===== config.mk =====
export PLATFORM = sky130hd
export DESIGN_NAME = flash_prog_burst_ctrl
export DESIGN_NICKNAME = d
export VERILOG_FILES = /design/src/rtl/flash_prog_burst_ctrl.sv
export SDC_FILE = /design/constraint.sdc
export NUM_CORES = 1
export LEC_CHECK = 0
export ABC_AREA = 0
export CAP_MARGIN = 20
export CORE_UTILIZATION = 58
export DETAILED_ROUTE_END_ITERATION = 10
export DONT_BUFFER_PORTS = 1
export PLACE_DENSITY = 0.76
export SYNTH_ARGS = -nofsm -noshare
export SYNTH_HDL_FRONTEND = slang
export SYNTH_SLANG_ARGS = --single-unit

===== constraint.sdc =====
create_clock -name clk_i -period 2.6 [get_ports clk_i]
set_clock_uncertainty 0.1 [all_clocks]
set_input_delay 0.52 -clock clk_i [delete_from_list [all_inputs] [get_ports clk_i]]
set_output_delay 0.52 -clock clk_i [all_outputs]
set_load 0.1 [all_outputs]

===== src/rtl/flash_prog_burst_ctrl.sv =====
// Flash program burst controller: streams op_num_words_i+1 FIFO words to
// consecutive flash addresses, with overflow/page checks, abort and drain.
module flash_prog_burst_ctrl #(
   parameter int unsigned AddrW     = 10,
   parameter int unsigned DataW     = 32,
   parameter int unsigned CntW      = 12,
   parameter int unsigned PageWords = 0
) (
   input  logic              clk_i,
   input  logic              rst_i,
   input  logic              op_start_i,
   input  logic [CntW-1:0]   op_num_words_i,
   input  logic [AddrW-1:0]  op_addr_i,
   input  logic              op_abort_i,
   output logic              op_busy_o,
   output logic              op_done_o,
   output logic              op_err_o,
   output logic [2:0]        op_err_code_o,
   output logic [CntW:0]     words_done_o,
   input  logic              data_rdy_i,
   input  logic [DataW-1:0]  data_i,
   output logic              data_rd_o,
   output logic              flash_req_o,
   output logic [AddrW-1:0]  flash_addr_o,
   output logic              flash_ovfl_o,
   output logic [DataW-1:0]  flash_data_o,
   input  logic              flash_done_i,
   input  logic              flash_error_i
);

   localparam int unsigned SumW = ((AddrW > CntW) ? AddrW : CntW) + 1;
   localparam logic [AddrW-1:0] PageMask = ~(AddrW'(PageWords) - AddrW'(1));

   localparam logic [2:0] CodeOk    = 3'd0;
   localparam logic [2:0] CodeFlash = 3'd1;
   localparam logic [2:0] CodeOvfl  = 3'd2;
   localparam logic [2:0] CodePage  = 3'd3;
   localparam logic [2:0] CodeAbort = 3'd4;

   typedef enum logic [1:0] {
      S_IDLE  = 2'd0,
      S_PROG  = 2'd1,
      S_DRAIN = 2'd2
   } state_t;

   state_t             r_st, w_st_nxt;
   logic [CntW-1:0]    r_cnt, w_cnt_nxt;
   logic [AddrW-1:0]   r_base, w_base_nxt;
   logic [CntW-1:0]    r_num, w_num_nxt;
   logic [2:0]         r_code, w_code_nxt;
   logic               r_abort, w_abort_nxt;
   logic               r_hold, w_hold_nxt;
   logic [CntW:0]      r_words, w_words_nxt;

   logic [SumW-1:0]    w_sum_addr;
   logic [SumW-1:0]    w_end;
   logic               w_end_ovfl;
   logic               w_page_cross;
   logic               w_last;
   logic               w_req;
   logic               w_txn_done;
   logic               w_rd;
   logic               w_done;

   // Address path and start-time range checks, all in a width that cannot wrap
   assign w_sum_addr   = SumW'(r_base) + SumW'(r_cnt);
   assign w_end        = SumW'(op_addr_i) + SumW'(op_num_words_i);
   assign w_end_ovfl   = |w_end[SumW-1:AddrW];
   assign w_page_cross = (PageWords != 0) &&
                         (((op_addr_i ^ w_end[AddrW-1:0]) & PageMask) != '0);
   assign w_last       = (r_cnt == r_num);
   assign w_req        = (r_st == S_PROG) & ((data_rdy_i & ~r_abort) | r_hold);
   assign w_txn_done   = w_req & flash_done_i;

   always_ff @(posedge clk_i or posedge rst_i) begin
      if (rst_i) begin
         r_st    <= S_IDLE;
         r_cnt   <= '0;
         r_base  <= '0;
         r_num   <= '0;
         r_code  <= CodeOk;
         r_abort <= 1'b0;
         r_hold  <= 1'b0;
         r_words <= '0;
      end else begin
         r_st    <= w_st_nxt;
         r_cnt   <= w_cnt_nxt;
         r_base  <= w_base_nxt;
         r_num   <= w_num_nxt;
         r_code  <= w_code_nxt;
         r_abort <= w_abort_nxt;
         r_hold  <= w_hold_nxt;
         r_words <= w_words_nxt;
      end
   end

   always_comb begin
      w_st_nxt    = r_st;
      w_cnt_nxt   = r_cnt;
      w_base_nxt  = r_base;
      w_num_nxt   = r_num;
      w_code_nxt  = r_code;
      w_abort_nxt = r_abort | (op_abort_i & (r_st != S_IDLE));
      w_hold_nxt  = r_hold;
      w_words_nxt = r_words;
      w_rd        = 1'b0;
      w_done      = 1'b0;

      unique case (r_st)
         S_IDLE: begin
            w_abort_nxt = 1'b0;
            if (op_start_i) begin
               w_base_nxt  = op_addr_i;
               w_num_nxt   = op_num_words_i;
               w_cnt_nxt   = '0;
               w_words_nxt = '0;
               w_hold_nxt  = 1'b0;
               w_code_nxt  = CodeOk;
               if (w_end_ovfl) begin
                  w_code_nxt = CodeOvfl;
                  w_st_nxt   = S_DRAIN;
               end else if (w_page_cross) begin
                  w_code_nxt = CodePage;
                  w_st_nxt   = S_DRAIN;
               end else begin
                  w_st_nxt   = S_PROG;
               end
            end
         end
         S_PROG: begin
            if (w_txn_done) begin
               w_rd       = 1'b1;
               w_hold_nxt = 1'b0;
               if (flash_error_i) begin
                  if (r_code == CodeOk) w_code_nxt = CodeFlash;
               end else begin
                  w_words_nxt = r_words + (CntW+1)'(1);
               end
               if (w_last) begin
                  w_done   = 1'b1;
                  w_st_nxt = S_IDLE;
               end else begin
                  w_cnt_nxt = r_cnt + CntW'(1);
                  // A pending abort waits for the in-flight word, then drains
                  if (flash_error_i || r_abort) begin
                     w_st_nxt = S_DRAIN;
                     if (!flash_error_i && r_code == CodeOk) w_code_nxt = CodeAbort;
                  end
               end
            end else if (w_req) begin
               w_hold_nxt = 1'b1;
            end else if (r_abort) begin
               w_st_nxt = S_DRAIN;
               if (r_code == CodeOk) w_code_nxt = CodeAbort;
            end
         end
         S_DRAIN: begin
            w_rd = data_rdy_i;
            if (data_rdy_i) begin
               if (w_last) begin
                  w_done   = 1'b1;
                  w_st_nxt = S_IDLE;
               end else begin
                  w_cnt_nxt = r_cnt + CntW'(1);
               end
            end
         end
         default: w_st_nxt = S_IDLE;
      endcase

      if (w_done) w_abort_nxt = 1'b0;
   end

   assign op_busy_o     = (r_st != S_IDLE);
   assign op_done_o     = w_done;
   assign op_err_o      = w_done & (w_code_nxt != CodeOk);
   assign op_err_code_o = w_done ? w_code_nxt : CodeOk;
   assign words_done_o  = w_done ? w_words_nxt : '0;
   assign data_rd_o     = w_rd;
   assign flash_req_o   = w_req;
   assign flash_addr_o  = w_sum_addr[AddrW-1:0];
   assign flash_ovfl_o  = |w_sum_addr[SumW-1:AddrW];
   assign flash_data_o  = data_i;

endmodule


==> summary.md <==
The run finished, with violations left. The final reports fail on setup timing. Of all nets on the critical path, the largest fanout is 3. The detailed router finished its first iteration with 260 violations. Number of buffers added on ports: 0.

The post-synthesis to final-layout area growth was 41.2%; the vias after detailed routing was 3620. The final critical path takes up 119% of the cycle. For this run, the number of Yosys warnings is 0. For the number of inserted filler cells in the final layout, the log shows 290. Sorting the synthesized cells by how often they occur yields 54 x sky130_fd_sc_hd__dfrtp_1, 32 x sky130_fd_sc_hd__buf_4, 30 x sky130_fd_sc_hd__nand2_1, 30 x sky130_fd_sc_hd__o21ai_0, 26 x sky130_fd_sc_hd__xnor2_1.

The starting utilization of the core area came out at 60.0%. The clock network latency to the later pin of the worst-skew pair is 320 ps, and the area share of the leading cell type in the synthesized netlist is 35.4%. Clock tree synthesis selected as its root buffer the cell sky130_fd_sc_hd__clkbuf_8.

After legalization and detailed placement, the total HPWL measured 7540 um. The logs give 2 for the maximum number of buffers from clock root to sink and 0 for the total of max-cap violations. After clock tree synthesis, the clock-pin slew on the worst setup and hold paths is 110 ps.

The tools report the type of element launching the critical path as a flop. The die covers 6900 um2. TritonCTS built the clock tree. In the synthesized netlist the dominant register cell turns out to be sky130_fd_sc_hd__dfrtp_1. The share of post-route cells with drive strength above 1 works out to 49.1%.

The tools report the remaining antenna violation count after routing as 0. In the synthesized netlist, the number of instances is 406. For the final routed wirelength across all metal layers, the log shows 12000 um. The leakage power was 2.32 nW. Library cell occupying the most area in the post-synthesis netlist: sky130_fd_sc_hd__dfrtp_1. Dividing the detail-routed wire length by the instance count gives 21.3 um. The number of placed I/O pins was 125. For the post-placement cell count, the log shows 534. At the worst endpoint, the required time is 1980 ps. The achievable frequency came out at 323 MHz. The run gives -499 ps as the final worst-path setup slack.

The level count of the clock H-tree came out at 2. After synthesis, the cell types taking the most area are sky130_fd_sc_hd__dfrtp_1 35%, sky130_fd_sc_hd__ha_1 7.9%, sky130_fd_sc_hd__mux2_2 6.8%. Tracing the worst setup path back leads to its startpoint at r_base[0]. For the TritonCTS buffer count, the log shows 5. The sequential cell area fraction in the yosys report was 35.4%; the maximum ir drop on the vdd rail was 2.09 mV. Dividing total power by cell area gives a power density of 1230 nW/um2. At the pin with the least slew margin, the transition time is 728 ps. Headroom to the max-slew limit came out at 51.5%. The pre-antenna-repair detailed-routing pass consisted of 5 iterations.

The total overflow left after global routing is 0. For this run, the number of standard cells in the final layout without fillers is 564. The min-delay analysis places its worst path in the category in -> async. On the final layout, the worst hold slack is 48.4 ps.

The logs give 0 for the final number of max-transition violations and 0 for the hold violation count in the final report. sky130_fd_sc_hd__dfrtp_1 is the most common cell in the netlist. The clock period minus final worst setup slack was 3100 ps; the total power was 6.60 mW. The average instance area after synthesis was 9.39 um2. The largest net degree at the start of global routing was 29; the footprint of the multi-input gates was 2690 um2.

Sink count of the clock tree: 54. The tools report the endpoint kind of the worst setup timing path as a primary output. The critical path is of the reg -> out type. Synthesis inferred 54 register bits.

The run gives 1360 um2 as the area occupied by registers. Yosys mapped the design onto 56 distinct sky130hd cell types. The worst register-to-register path begins at r_st[1]. Global routing used 32.5% of the available tracks.

Data on the critical path arrives at its endpoint at 2480 ps. The ratio of routed vias to standard cells is 6.42, and the share of synthesized flip-flops with an asynchronous set or reset is 100%. The run gives 29 as the number of standard-cell rows in the floorplan. The region available for standard cell placement spans 6350 um2. The final weighted congestion in routability-driven placement is 0.914, and the width of the die is 83.1 um. Once layout is done, the placed cells without fillers occupy 5380 um2.

Setup repair after global routing could not meet its margin everywhere. In this run, synthesis inferred 0 flip-flops with an integrated enable. 0 antenna diodes ended up in the layout. Setup violations remaining at the end of the flow were counted as 24.

The first global-routing pass estimated 17900 um of wire. The number of nets in the synthesized netlist is 492. The run gives 4730 um2 as the post-detailed-placement cell area. The synthesized netlist occupies a cell area of 3810 um2.

Layout net count: 572. The height of the chip is 83.1 um, and the via count of the first global-routing pass is 3658. In the routed design, unresolved DRC markers number 0. The tools report the number of antenna violations at the first check in global routing as 0.
## critical path, cell delays in order (launching register included)
cell and delay [ps]:
sky130_fd_sc_hd__dfrtp_1 400, sky130_fd_sc_hd__ha_2 200, sky130_fd_sc_hd__inv_2 50, sky130_fd_sc_hd__fa_2 200, sky130_fd_sc_hd__nor2b_2 50, sky130_fd_sc_hd__o31a_1 270
sky130_fd_sc_hd__o211ai_1 210, sky130_fd_sc_hd__a21oi_2 110, sky130_fd_sc_hd__buf_4 150, sky130_fd_sc_hd__a311oi_4 290, sky130_fd_sc_hd__buf_12 210
## metal layers
metal  vias to the layer above  share of wire (%)  global-route usage (%)
met2                       216                 50                    53.0
met1                      1766                 39                    41.8
met3                        60                7.7                    5.17
met5                         -                  0                       0
li1                       1578                  -                       -
met4                         0                3.2                    16.6
## worst paths after layout
check                      cells past startpoint  slack [ps]            to
setup / recovery                              10        -500  flash_ovfl_o
hold / removal                                 1          50    r_words[9]
setup reg to reg                               9          10      r_cnt[9]
hold reg to reg                                1         430     r_base[7]
max in group asynchronous                      2        1770        r_hold
min in group clk_i                             1         240      r_num[1]
## logic make-up after synthesis
family                   after synthesis  synth area share, %
AND/OR/NAND/NOR                      125                 17.7
AO/OA/AOI/OAI                         86                 14.7
buffers and inverters                 60                 9.35
flip-flops                            54                 35.4
XOR/XNOR                              30                 6.89
multiplexers                          26                 7.58
adder cells (fa/ha/maj)               25                 8.40
## cell usage in the layout (no fill, tap or decap), drive strengths merged, types with 3 or more instances in the layout
cell,netlist,layout
dfrtp,54,54
nand2b,8,8
nand3,11,11
nor3,11,11
and3,3,3
or3,3,3
buf,35,113
inv,18,20
nand4,6,6
and2,13,13
o211ai,5,5
xnor2,26,26
nor2b,7,7
a21o,4,4
a22o,3,3
mux2i,3,3
xor2,4,4
nor2,18,18
o21ai,31,31
clkbuf,6,7
nor4,3,3
nand2,30,30
ha,24,24
nor4b,4,4
or4,7,7
a211oi,4,4
a21oi,20,20
mux2,23,23
## metrics by stage
step                      TNS (ps)  worst slack [ps]  utilization [%]
final                        -9350              -499             84.7
after global routing        -11110              -628             84.7
after CTS                    -8260              -504             81.4
after detailed placement     -3290              -642             74.5
after global placement       -2320              -549             74.5
after floorplan             -11700              -733                -
## sequential cells by signal (all words and copies together) (netlist names)
signal and cells:
r_st 2, r_num 12, r_cnt 12, r_code 3, r_base 10, r_words 13
r_hold 1, r_abort 1
## power breakdown
part / internal, mW / switching, mW / total, mW
Clock: 0.221 / 0.296 / 0.517
Sequential: 1.09 / 0.240 / 1.33
Combinational: 1.95 / 2.80 / 4.75
Total: 3.26 / 3.34 / 6.60
## area by class of cell
| type | instances | share of cell area (%) |
|---|---|---|
| tap | 77 | 1.79 |
| clock buffer | 7 | 1.60 |
| timing repair inverter | 1 | 0.163 |
| clock inverter | 1 | 0.163 |
| timing repair buffer | 113 | 19.6 |
| multi-input combinational | 292 | 50.0 |
| sequential | 54 | 25.2 |
| inverter | 19 | 1.56 |
## what timing repair did
item | in CTS | in global routing
endpoints found under the hold margin | 0 | 0
gates resized for setup | 50 | 35
setup endpoints to repair | 25 | 32
gates cloned | 1 | 0
pin swaps | 28 | 30
hold buffers | 0 | 0
setup buffers | 19 | 11
No activity file was read; power rests on OpenSTA's default activity.
